### src/rtl/dmem_arbiter.sv
// dmem_arbiter: shares the single-port data memory between the core MEM stage
// (port C) and an external loader/debug master (port X).
//
// Ports:
//   clk, reset                   clock, synchronous active-high reset
//   c_re, c_we, c_addr, c_wdata  core load/store request (store wins if both)
//   c_rdata, c_stall             core load data (combinational), stall
//   x_req, x_we, x_addr, x_wdata external request, held until x_gnt
//   x_gnt, x_rvalid, x_rdata     grant, read return one cycle after grant
//   mem_addr, mem_wdata, mem_we  to the data memory
//   mem_rdata                    from the data memory (combinational read)
//   err, err_src                 sticky bad-access flag and port of first error
module dmem_arbiter #(
    parameter int AW           = 32,
    parameter int DEPTH_WORDS  = 1024,
    parameter int STARVE_LIMIT = 4
) (
    input  logic          clk,
    input  logic          reset,
    input  logic          c_re,
    input  logic          c_we,
    input  logic [AW-1:0] c_addr,
    input  logic [31:0]   c_wdata,
    output logic [31:0]   c_rdata,
    output logic          c_stall,
    input  logic          x_req,
    input  logic          x_we,
    input  logic [AW-1:0] x_addr,
    input  logic [31:0]   x_wdata,
    output logic          x_gnt,
    output logic          x_rvalid,
    output logic [31:0]   x_rdata,
    output logic [AW-1:0] mem_addr,
    output logic [31:0]   mem_wdata,
    output logic          mem_we,
    input  logic [31:0]   mem_rdata,
    output logic          err,
    output logic          err_src
);

    localparam logic [3:0]  LIMIT    = 4'(STARVE_LIMIT);
    // One bit wider than the address so DEPTH_WORDS*4 == 2**AW still fits.
    localparam logic [AW:0] ADDR_END = (AW+1)'(DEPTH_WORDS) << 2;

    logic [3:0]    r_starve;
    logic          r_rvalid;
    logic [31:0]   r_rdata;
    logic          r_err;
    logic          r_err_src;

    logic          w_c_req;
    logic          w_force_x;
    logic          w_gnt_x;
    logic          w_gnt_c;
    logic [AW-1:0] w_addr;
    logic          w_we;
    logic          w_bad;

    always_comb begin
        w_c_req   = c_re | c_we;
        w_force_x = x_req & (r_starve == LIMIT);
        w_gnt_x   = x_req & (w_force_x | ~w_c_req);
        w_gnt_c   = w_c_req & ~w_gnt_x;

        w_addr    = '0;
        w_we      = 1'b0;
        mem_wdata = '0;
        if (w_gnt_x) begin
            w_addr    = x_addr;
            w_we      = x_we;
            mem_wdata = x_wdata;
        end else if (w_gnt_c) begin
            w_addr    = c_addr;
            w_we      = c_we;
            mem_wdata = c_wdata;
        end

        w_bad = (w_gnt_x | w_gnt_c) &
                (({1'b0, w_addr} >= ADDR_END) | (w_addr[1:0] != 2'b00));

        mem_addr = w_addr;
        mem_we   = w_we & ~w_bad;
        c_rdata  = (w_gnt_c & ~w_bad) ? mem_rdata : '0;
        c_stall  = w_c_req & w_gnt_x;
        x_gnt    = w_gnt_x;
    end

    always_ff @(posedge clk) begin
        if (reset) begin
            r_starve  <= '0;
            r_rvalid  <= 1'b0;
            r_rdata   <= '0;
            r_err     <= 1'b0;
            r_err_src <= 1'b0;
        end else begin
            if (x_req & ~w_gnt_x)
                r_starve <= (r_starve == LIMIT) ? LIMIT : r_starve + 4'd1;
            else
                r_starve <= '0;

            r_rvalid <= w_gnt_x & ~x_we;
            if (w_gnt_x & ~x_we)
                r_rdata <= w_bad ? '0 : mem_rdata;

            // Only the first bad access records its source port.
            if (w_bad & ~r_err) begin
                r_err     <= 1'b1;
                r_err_src <= w_gnt_x;
            end
        end
    end

    assign x_rvalid = r_rvalid;
    assign x_rdata  = r_rdata;
    assign err      = r_err;
    assign err_src  = r_err_src;

endmodule

### config.mk
export PLATFORM = sky130hd
export DESIGN_NAME = dmem_arbiter
export DESIGN_NICKNAME = d
export VERILOG_FILES = /design/src/rtl/dmem_arbiter.sv
export SDC_FILE = /design/constraint.sdc
export NUM_CORES = 1
export LEC_CHECK = 0
export ABC_AREA = 1
export CAP_MARGIN = 20
export CORE_AREA = 2 2 116 118
export CTS_BUF_LIST = sky130_fd_sc_hd__clkbuf_4 sky130_fd_sc_hd__clkbuf_8
export DETAILED_ROUTE_END_ITERATION = 12
export DIE_AREA = 0 0 118 120
export PLACE_DENSITY = 0.71
export SETUP_SLACK_MARGIN = 0.02
export SLEW_MARGIN = 20
export SYNTH_ARGS = -nofsm -noshare
export SYNTH_HDL_FRONTEND = slang
export SYNTH_SLANG_ARGS = --single-unit
### constraint.sdc
create_clock -name clk -period 4.6 [get_ports clk]
set_input_delay 0.69 -clock clk [delete_from_list [all_inputs] [get_ports clk]]
set_output_delay 0.69 -clock clk [all_outputs]
set_load 0.05 [all_outputs]
==> flow_summary.json, run 1 <==
{
  "slew_headroom_pct": 49.0,
  "p_per_area_nw_per_um2": 178,
  "maxCapViolations": 0,
  "antenna_cells": 0,
  "synth_edf_count": 0,
  "peakVddDrop_uv": 159,
  "ios": 300,
  "post-place-ws_ns": 0.0465,
  "finalClockSkew_ns": 0.00866,
  "fp-row-count": 42,
  "tightest_slew_ns": 0.765,
  "place.gp.congestion": 0.907,
  "cp-end-kind": "output port",
  "die_area_um2": 14200,
  "antenna_found_initial": 3,
  "worstRegToRegCells": 10,
  "synth_top_family_by_area": "simple AND/OR/NAND/NOR gates",
  "via_count": 3978,
  "drive_gt1_share_pct": 13.2,
  "slew_violations": 0,
  "fin_crit_sh_pct": 92.0,
  "wl_um": 14200,
  "async_flop_share_pct": 0,
  "syn_to_final_growth_pct": 125,
  "clock_latency_ns": 0.28,
  "clk_pin_slew_ns": 0.07,
  "finalSetupViolCount": 0,
  "critPathKind": "input port to output port",
  "syn_area_um2": 2840,
  "grtUsageTotal_pct": 18.1,
  "dpl-instance-area_um2": 6250,
  "rsz0062_at_grt": "false",
  "yosysWarnings": 0,
  "hp-start": "x_rdata[1]",
  "required_ns": 3.91,
  "min_path_cells": 2,
  "grt_first_pass_wirelength_um": 20600,
  "yosys.area_share.simple_pct": 37.7,
  "wl_per_cell_um": 15.9,
  "htreeDepth": 2,
  "r2r_slack_ns": 2.00,
  "synth-compound-area-share_pct": 20.4,
  "num-nets-final": 886,
  "synth.distinct_cells": 27,
  "die_w_um": 118,
  "die_y_um": 120,
  "overflow": 0,
  "fin_crit_ns": 4.23,
  "dp_hpwl_um": 10700,
  "holdPathEnd": "x_rdata[1]",
  "placeableCoreArea_um2": 13000,
  "fin_tns_setup_ns": 0,
  "fin_ws_ns": 0.369,
  "cts_tree": "done",
  "initial_core_util_pct": 21.9,
  "drt-pass1-iter-count": 4,
  "rr_startpoint": "r_starve[0]",
  "grt_pass1_vias": 3802,
  "yosysTopAreaCellShare_pct": 27.5,
  "synth-xor-area-share_pct": 0.308,
  "stdcell_area_um2": 6390,
  "arrival_ns": 3.54,
  "drtAntennaViolNets": 0,
  "max_freq_mhz": 236,
  "cts_buffers": 5,
  "r2r_end": "x_rdata[1]",
  "leakage_uw": 0.00262,
  "cts-root-buf": "clkbuf_8",
  "syn_avg_cell_area_um2": 6.50,
  "drt-initial-drc-count": 201,
  "port_buffers": 299,
  "grt_max_degree": 66,
  "hold_violations": 0,
  "synth_ff_type": "dfxtp_1",
  "avgViaCountPerCell": 4.45,
  "clk_path_buf_depth": 2,
  "syn-num-nets": 605,
  "cts.sink_count": 39,
  "ys_seq_area_share_pct": 27.5,
  "route.detailed.drc": 0,
  "setup.worst_path.start_class": "input port",
  "min_path_type": "flop to flop",
  "crit_fanout": 44,
  "syn_inst": 437,
  "status": "complete, no violations",
  "synth_fa_ha_area_share_pct": 0.881,
  "ys_ff_latch": 39,
  "ys_top_cells_by_area": "dfxtp_1, nand2_1, a22o_1",
  "synth_mux_area_share_pct": 0,
  "synth.largest_area_cell": "dfxtp_1"
}
==> metal layers <==
layer / vias up / global-route usage (%) / wire, µm
li1: 1999 / - / -
met4: 2 / 4.37 / 230
met2: 156 / 31.0 / 6910
met1: 1803 / 22.1 / 6000
met5: - / 0 / 7
met3: 18 / 5.70 / 1060
==> synthesized netlist by cell type, types with 5 or more instances <==
| master | n |
|---|---|
| nand2_1 | 101 |
| nor2_1 | 50 |
| inv_1 | 45 |
| a22o_1 | 42 |
| dfxtp_1 | 39 |
| a21oi_1 | 35 |
| nand4_1 | 32 |
| nor2_2 | 30 |
| buf_2 | 15 |
| clkbuf_1 | 12 |
| nand3_1 | 6 |
| buf_6 | 5 |
==> state kept, by name (all words and copies together) (netlist names) <==
signal	flops
err	1
r_starve	4
x_rvalid	1
x_rdata	32
err_src	1
==> layout make-up <==
type                       count  area [µm²]
timing repair buffer         307        3390
clock buffer                   6        76.3
sequential                    39         781
clock inverter                 1        30.0
tap                          176         220
multi-input combinational    316        1710
inverter                      49         184
fill                        1278        6590
==> cells in the final DEF (no fill, tap or decap), drive strengths merged <==
cell type / count
clkdlybuf4s50: 266
nand2: 103
nor2: 85
inv: 49
a22o: 42
buf: 41
dfxtp: 39
a21oi: 37
nand4: 33
nand3: 7
clkbuf: 6
o21a: 2
or2: 2
ha: 2
a22oi: 1
a31oi: 1
xor2: 1
bufinv: 1
==> report_power, final <==
part / total [µW] / internal, µW / switching [µW]
Sequential: 340 / 339 / 1.27
Combinational: 523 / 235 / 288
Clock: 278 / 165 / 113
==> worst max path at each step <==
stage          cells after the start    endpoint  start  slack [ns]
2_1_floorplan                     14  c_rdata[0]   c_re        1.08
3_3_place_gp                      14  c_rdata[0]  x_req        0.15
3_5_place_dp                      14  c_rdata[0]  x_req        0.05
4_1_cts                           14  c_rdata[0]  x_req        0.05
5_1_grt                           16  c_rdata[0]   c_we        0.09
6_report                          16  c_rdata[0]   c_we        0.37
==> metrics by stage <==
stage                     power [µW]  hold WS [ns]  utilization [%]  instances
final                           1140         0.466             49.2        894
after global routing            1190         0.483             49.2        894
after CTS                       1150         0.466             48.9        889
after detailed placement         865         0.454             48.1        882
after global placement           866         0.449             48.1        882
after floorplan                  612         0.430                -        437
==> worst max-delay path, cell delays in order <==
cell and delay [ns]:
clkdlybuf4s50_1 0.48, inv_1 0.06, nand2_1 0.23, nand2_2 0.12, inv_2 0.30, buf_6 0.36, nand2_1 0.08, nand2_1 0.10
nor2_1 0.06, nand2_1 0.09, nor2_4 0.05, nand3_2 0.09, inv_2 0.06, nand2_4 0.40, nor2_1 0.15, buf_12 0.18
==> kinds of logic (layout without fill, tap and decap cells) <==
group | Yosys count | after routing
buf+inv | 85 | 363
simple gates | 228 | 230
fa+ha+maj | 2 | 2
xor+xnor | 1 | 1
compound gates | 82 | 83
flops | 39 | 39
==> timing repair <==
item                       4_1_cts  5_1_grt
setup endpoints to repair        0       32
buffers inserted                 0        2
gates resized for setup          0        1
hold buffers                     0        0
No activity file was read; power rests on OpenSTA's default activity.
==> inputs of run 2 (changes only) <==
--- a/config.mk
+++ b/config.mk
@@ -8,7 +8,7 @@
 export ABC_AREA = 1
 export CAP_MARGIN = 20
 export CORE_AREA = 2 2 116 118
-export CTS_BUF_LIST = sky130_fd_sc_hd__clkbuf_4 sky130_fd_sc_hd__clkbuf_8
+export CTS_BUF_LIST = sky130_fd_sc_hd__clkbuf_4
 export DETAILED_ROUTE_END_ITERATION = 12
 export DIE_AREA = 0 0 118 120
 export PLACE_DENSITY = 0.71
==> flow_summary.json, run 2 (synthesized netlist as in run 1, its figures left out) <==
{
  "status": "complete, no violations",
  "hp-start": "x_rdata[1]",
  "fp-row-count": 42,
  "netSwitchingPower_uw": 396,
  "fin_crit_sh_pct": 91.9,
  "fin_tns_setup_ns": 0,
  "clk_pin_slew_ns": 0.11,
  "final_cell_mix": "clkdlybuf4s50_1, nand2_1, nor2_1",
  "largest_register_ffs": 32,
  "final_core_util_pct": 49.0,
  "overflow": 0,
  "die_area_um2": 14200,
  "path_buf_inv": 6,
  "finalClockSkew_ns": 0.0171,
  "port_buffers": 299,
  "syn_to_final_growth_pct": 124,
  "cts_buffers": 5,
  "cts_hold_buf": 0,
  "cp-end-kind": "output port",
  "r2r_slack_ns": 2.00,
  "tightest_slew_ns": 0.724,
  "finalSetupViolCount": 0,
  "seq_power_share_pct": 31.3,
  "cp_top_family": "buffers and inverters",
  "p_per_area_nw_per_um2": 171,
  "wl_um": 14200,
  "grt_first_pass_wirelength_um": 20700,
  "setup.worst_path.start": "c_we",
  "placeableCoreArea_um2": 13000,
  "final_common_cell": "clkdlybuf4s50_1",
  "clock_latency_ns": 0.33,
  "slew_violations": 0,
  "rsz0062_at_grt": "false",
  "critPathKind": "input port to output port",
  "worstPathCellList": "clkdlybuf4s50_1 -> inv_1 -> nand2_1 -> nand2_2 -> inv_2 -> buf_6 -> nand2_1 -> nand2_1 -> nor2_1 -> nand2_1 -> nor2_4 -> nand3_2 -> inv_2 -> nand2_4 -> nor2_1 -> buf_12",
  "antenna_cells": 0,
  "r2r_end": "x_rdata[28]",
  "initial_core_util_pct": 21.9,
  "cpMostUsedCell": "nand2_1",
  "ios": 300,
  "dp_hpwl_um": 10700,
  "cts-root-buf": "clkbuf_4",
  "drtAntennaViolNets": 0,
  "clk_path_buf_depth": 2,
  "hold_violations": 0,
  "leakage_uw": 0.00261,
  "min_path_cells": 2,
  "die_w_um": 118,
  "worstRegToRegCells": 10,
  "avgViaCountPerCell": 4.50,
  "num-nets-final": 886,
  "slew_headroom_pct": 51.7,
  "dpl-instance-area_um2": 6250,
  "drt-pass1-iter-count": 5,
  "fin_crit_ns": 4.23,
  "switching_share_pct": 36.4,
  "share_comb_of_total_power_pct": 48.0,
  "p_clk_share_pct": 20.7,
  "required_ns": 3.91,
  "max_freq_mhz": 237,
  "antenna_found_initial": 3,
  "maxCapViolations": 0,
  "wl_per_cell_um": 15.9,
  "stdcell_area_um2": 6360,
  "place.gp.congestion": 0.907,
  "cts_tree": "done",
  "intPower_uw": 692,
  "crit_slowest_cell": "clkdlybuf4s50_1",
  "slowest_delay_ns": 0.48,
  "peakVddDrop_uv": 139,
  "via_count": 4020,
  "arrival_ns": 3.54,
  "rr_startpoint": "r_starve[0]",
  "die_y_um": 120,
  "grt_max_degree": 66,
  "cts.sink_count": 39,
  "setup.worst_path.start_class": "input port",
  "grt_pass1_vias": 3804,
  "htreeDepth": 2,
  "crit_fanout": 44,
  "route.detailed.drc": 0,
  "drt-initial-drc-count": 202,
  "drive_gt1_share_pct": 13.2,
  "min_path_type": "flop to flop",
  "grtUsageTotal_pct": 18.1,
  "holdPathEnd": "x_rdata[1]"
}
## run 2: layout make-up
cell class                 count  area, µm²
clock buffer                   6       45.0
clock inverter                 1       30.0
fill                        1278       6620
inverter                      49        184
multi-input combinational    316       1710
sequential                    39        781
tap                          176        220
timing repair buffer         307       3390
## run 2: routing by layer
layer / track usage, % / wire length, µm
met5: 0 / 7
met4: 4.59 / 240
met3: 5.70 / 1100
met2: 31.0 / 6920
met1: 22.2 / 5940
## run 2: worst register-to-register path: stages, from the launching register on
cell	delay [ns]
dfxtp_1	0.35
inv_1	0.06
ha_1	0.17
nand3_1	0.22
a21oi_2	0.60
inv_2	0.06
or2_2	0.28
buf_4	0.30
nor2_1	0.24
nand4_1	0.11
a21oi_1	0.15
## run 2: power groups by stage
stage	Sequential, µW	Clock [µW]	Combinational (µW)
finish	341	225	523
global route	341	254	549
CTS	341	238	519
detailed placement	348	0	516
global placement	348	0	517
floorplan	352	0	260
## run 2: worst max path at each step
stage / end / cells after the start
final: c_rdata[0] / 16
after detailed placement: c_rdata[0] / 14
after global routing: c_rdata[0] / 16
after floorplan: c_rdata[0] / 14
after global placement: c_rdata[0] / 14
after CTS: c_rdata[0] / 14
## run 2: timing repair
item / 4_1_cts / 5_1_grt
resized for setup: 0 / 1
setup buffers: 0 / 2
endpoints found under the setup margin: 0 / 32
## run 2: stage by stage
step	hold slack, ns	instances	power, µW	setup WS, ns
after floorplan	0.430	437	612	1.08
after global placement	0.449	882	866	0.148
after detailed placement	0.454	882	865	0.0465
after CTS	0.473	889	1100	0.0455
after global routing	0.490	894	1140	0.0883
final	0.470	894	1090	0.373
==> patch, RTL diff (config.mk and constraints of run 2) <==
Set the parameter `AW` to 16 (it was 32).
--- a/src/rtl/dmem_arbiter.sv
+++ b/src/rtl/dmem_arbiter.sv
@@ -11,7 +11,7 @@
 //   mem_rdata                    from the data memory (combinational read)
 //   err, err_src                 sticky bad-access flag and port of first error
 module dmem_arbiter #(
-    parameter int AW           = 32,
+    parameter int AW           = 16,
     parameter int DEPTH_WORDS  = 1024,
     parameter int STARVE_LIMIT = 4
 ) (
Interface: changed (resized c_addr, mem_addr and x_addr); port bits go from 300 to 252. The function was not compared with the original's and may differ.
==> patch against run 2 <==
  * Worst setup slack improved by 0.026 ns
  * Wire length fell by 14%
  * Power fell by 1.2%
  * Area after synthesis fell by 13%
  * Combinational power rose by 2%
  * Final area fell by 14%
  * Count of clock-buffer cells in the layout rose by 1
  * Sequential cell count did not move
  * Critical endpoint is now c_rdata[31]
==> patch: results (changes against run 2) <==
initial DRC count 182 (-9.9%); Commonest cells post-synth a22o_1, inv_1, dfxtp_1; nets 702 (-21%); gr usage total 0.167 (-0.0144); critical path's top delay family simple AND/OR/NAND/NOR gates; worst hold stages 1 (-1); global-route wire length before repair 18.6 mm (-10%); total wire length 12.2 mm (-14%); Post-Syn Nets 470 (-22%); Setup WS pre-CTS 0.357 ns (+0.311 ns); crit path max fanout 33 (-25%); Max IR drop VDD 0.0000996 V (-28%); inverter count 45 (-8.2%); Buffers, non-clock 256 (-17%); Seq cells 39 (unchanged); wire per inst 16.4 um (+3.0%); r2r endpoint x_rdata[3]; R2R cell count 11 (+1); Vias 3376 (-16%); Synth area leaders dfxtp_1, a22o_1, nand4_1; Distinct cells, synth 29 (+7.4%); clock skew 0.0109 ns (-0.00624 ns); Worst Hold Launch r_starve[0]; Post-DP HPWL 10.1 mm (-6.1%); Non-Clock Buffer Area Fraction 0.524 (-0.00796); r2r setup slk 2.26 ns (+0.26 ns); CP Capture Point c_rdata[31]; Multi-In Gates 219 (-31%); multi-input logic area 0.00137 mm^2 (-20%); outcome finished clean; port bufs 251 (-16%); DR pass1 iterations 4 (-1); Static Leak 2.20 nW (-15%); Cells after DPL 735 (-17%); placed cell areas 0.00542 mm^2 (-13%); WHS Endpoint r_starve[0]; Hold Slack 0.488 ns (+0.0175 ns); share of layout cells above drive strength 1 0.160 (+0.0282); Layout clock area frac 0.0105 (-0.00132); number of global-route vias before repair 3346 (-12%); Max-slew headroom 0.386 (-0.131); antenna fix cells 4 (+4); peak per-stage delay on the critical path 0.61 ns (+0.13 ns); register area share after synthesis 0.314 (+0.0394); min Tclk post-route 4.20 ns (-0.0261 ns); Crit-path slowest cell nor2_4; largest net degree at the start of global routing 51 (-23%)
-- patch: layer usage --
metal,vias up,part of all wire,track usage
met1,1552,0.38,0.179
met5,-,0,0
met3,17,0.073,0.0433
met2,174,0.52,0.311
met4,0,0.030,0.0670
li1,1633,-,-
-- patch: cells by family after synthesis --
family / Yosys count / share of synthesized area
xor gates and xnor gates: 1 / 0.00353
AOI/OAI and AO/OA: 112 / 0.292
and+or+nand+nor: 104 / 0.244
buffers and inverters: 76 / 0.136
adders and majority gates: 2 / 0.0101
DFF: 39 / 0.314
-- patch: power by group --
group / internal [mW] / switching, mW / total [mW]
Clock: 0.0716 / 0.116 / 0.188
Combinational: 0.227 / 0.304 / 0.531
Sequential: 0.350 / 0.00637 / 0.356
Total: 0.648 / 0.427 / 1.07
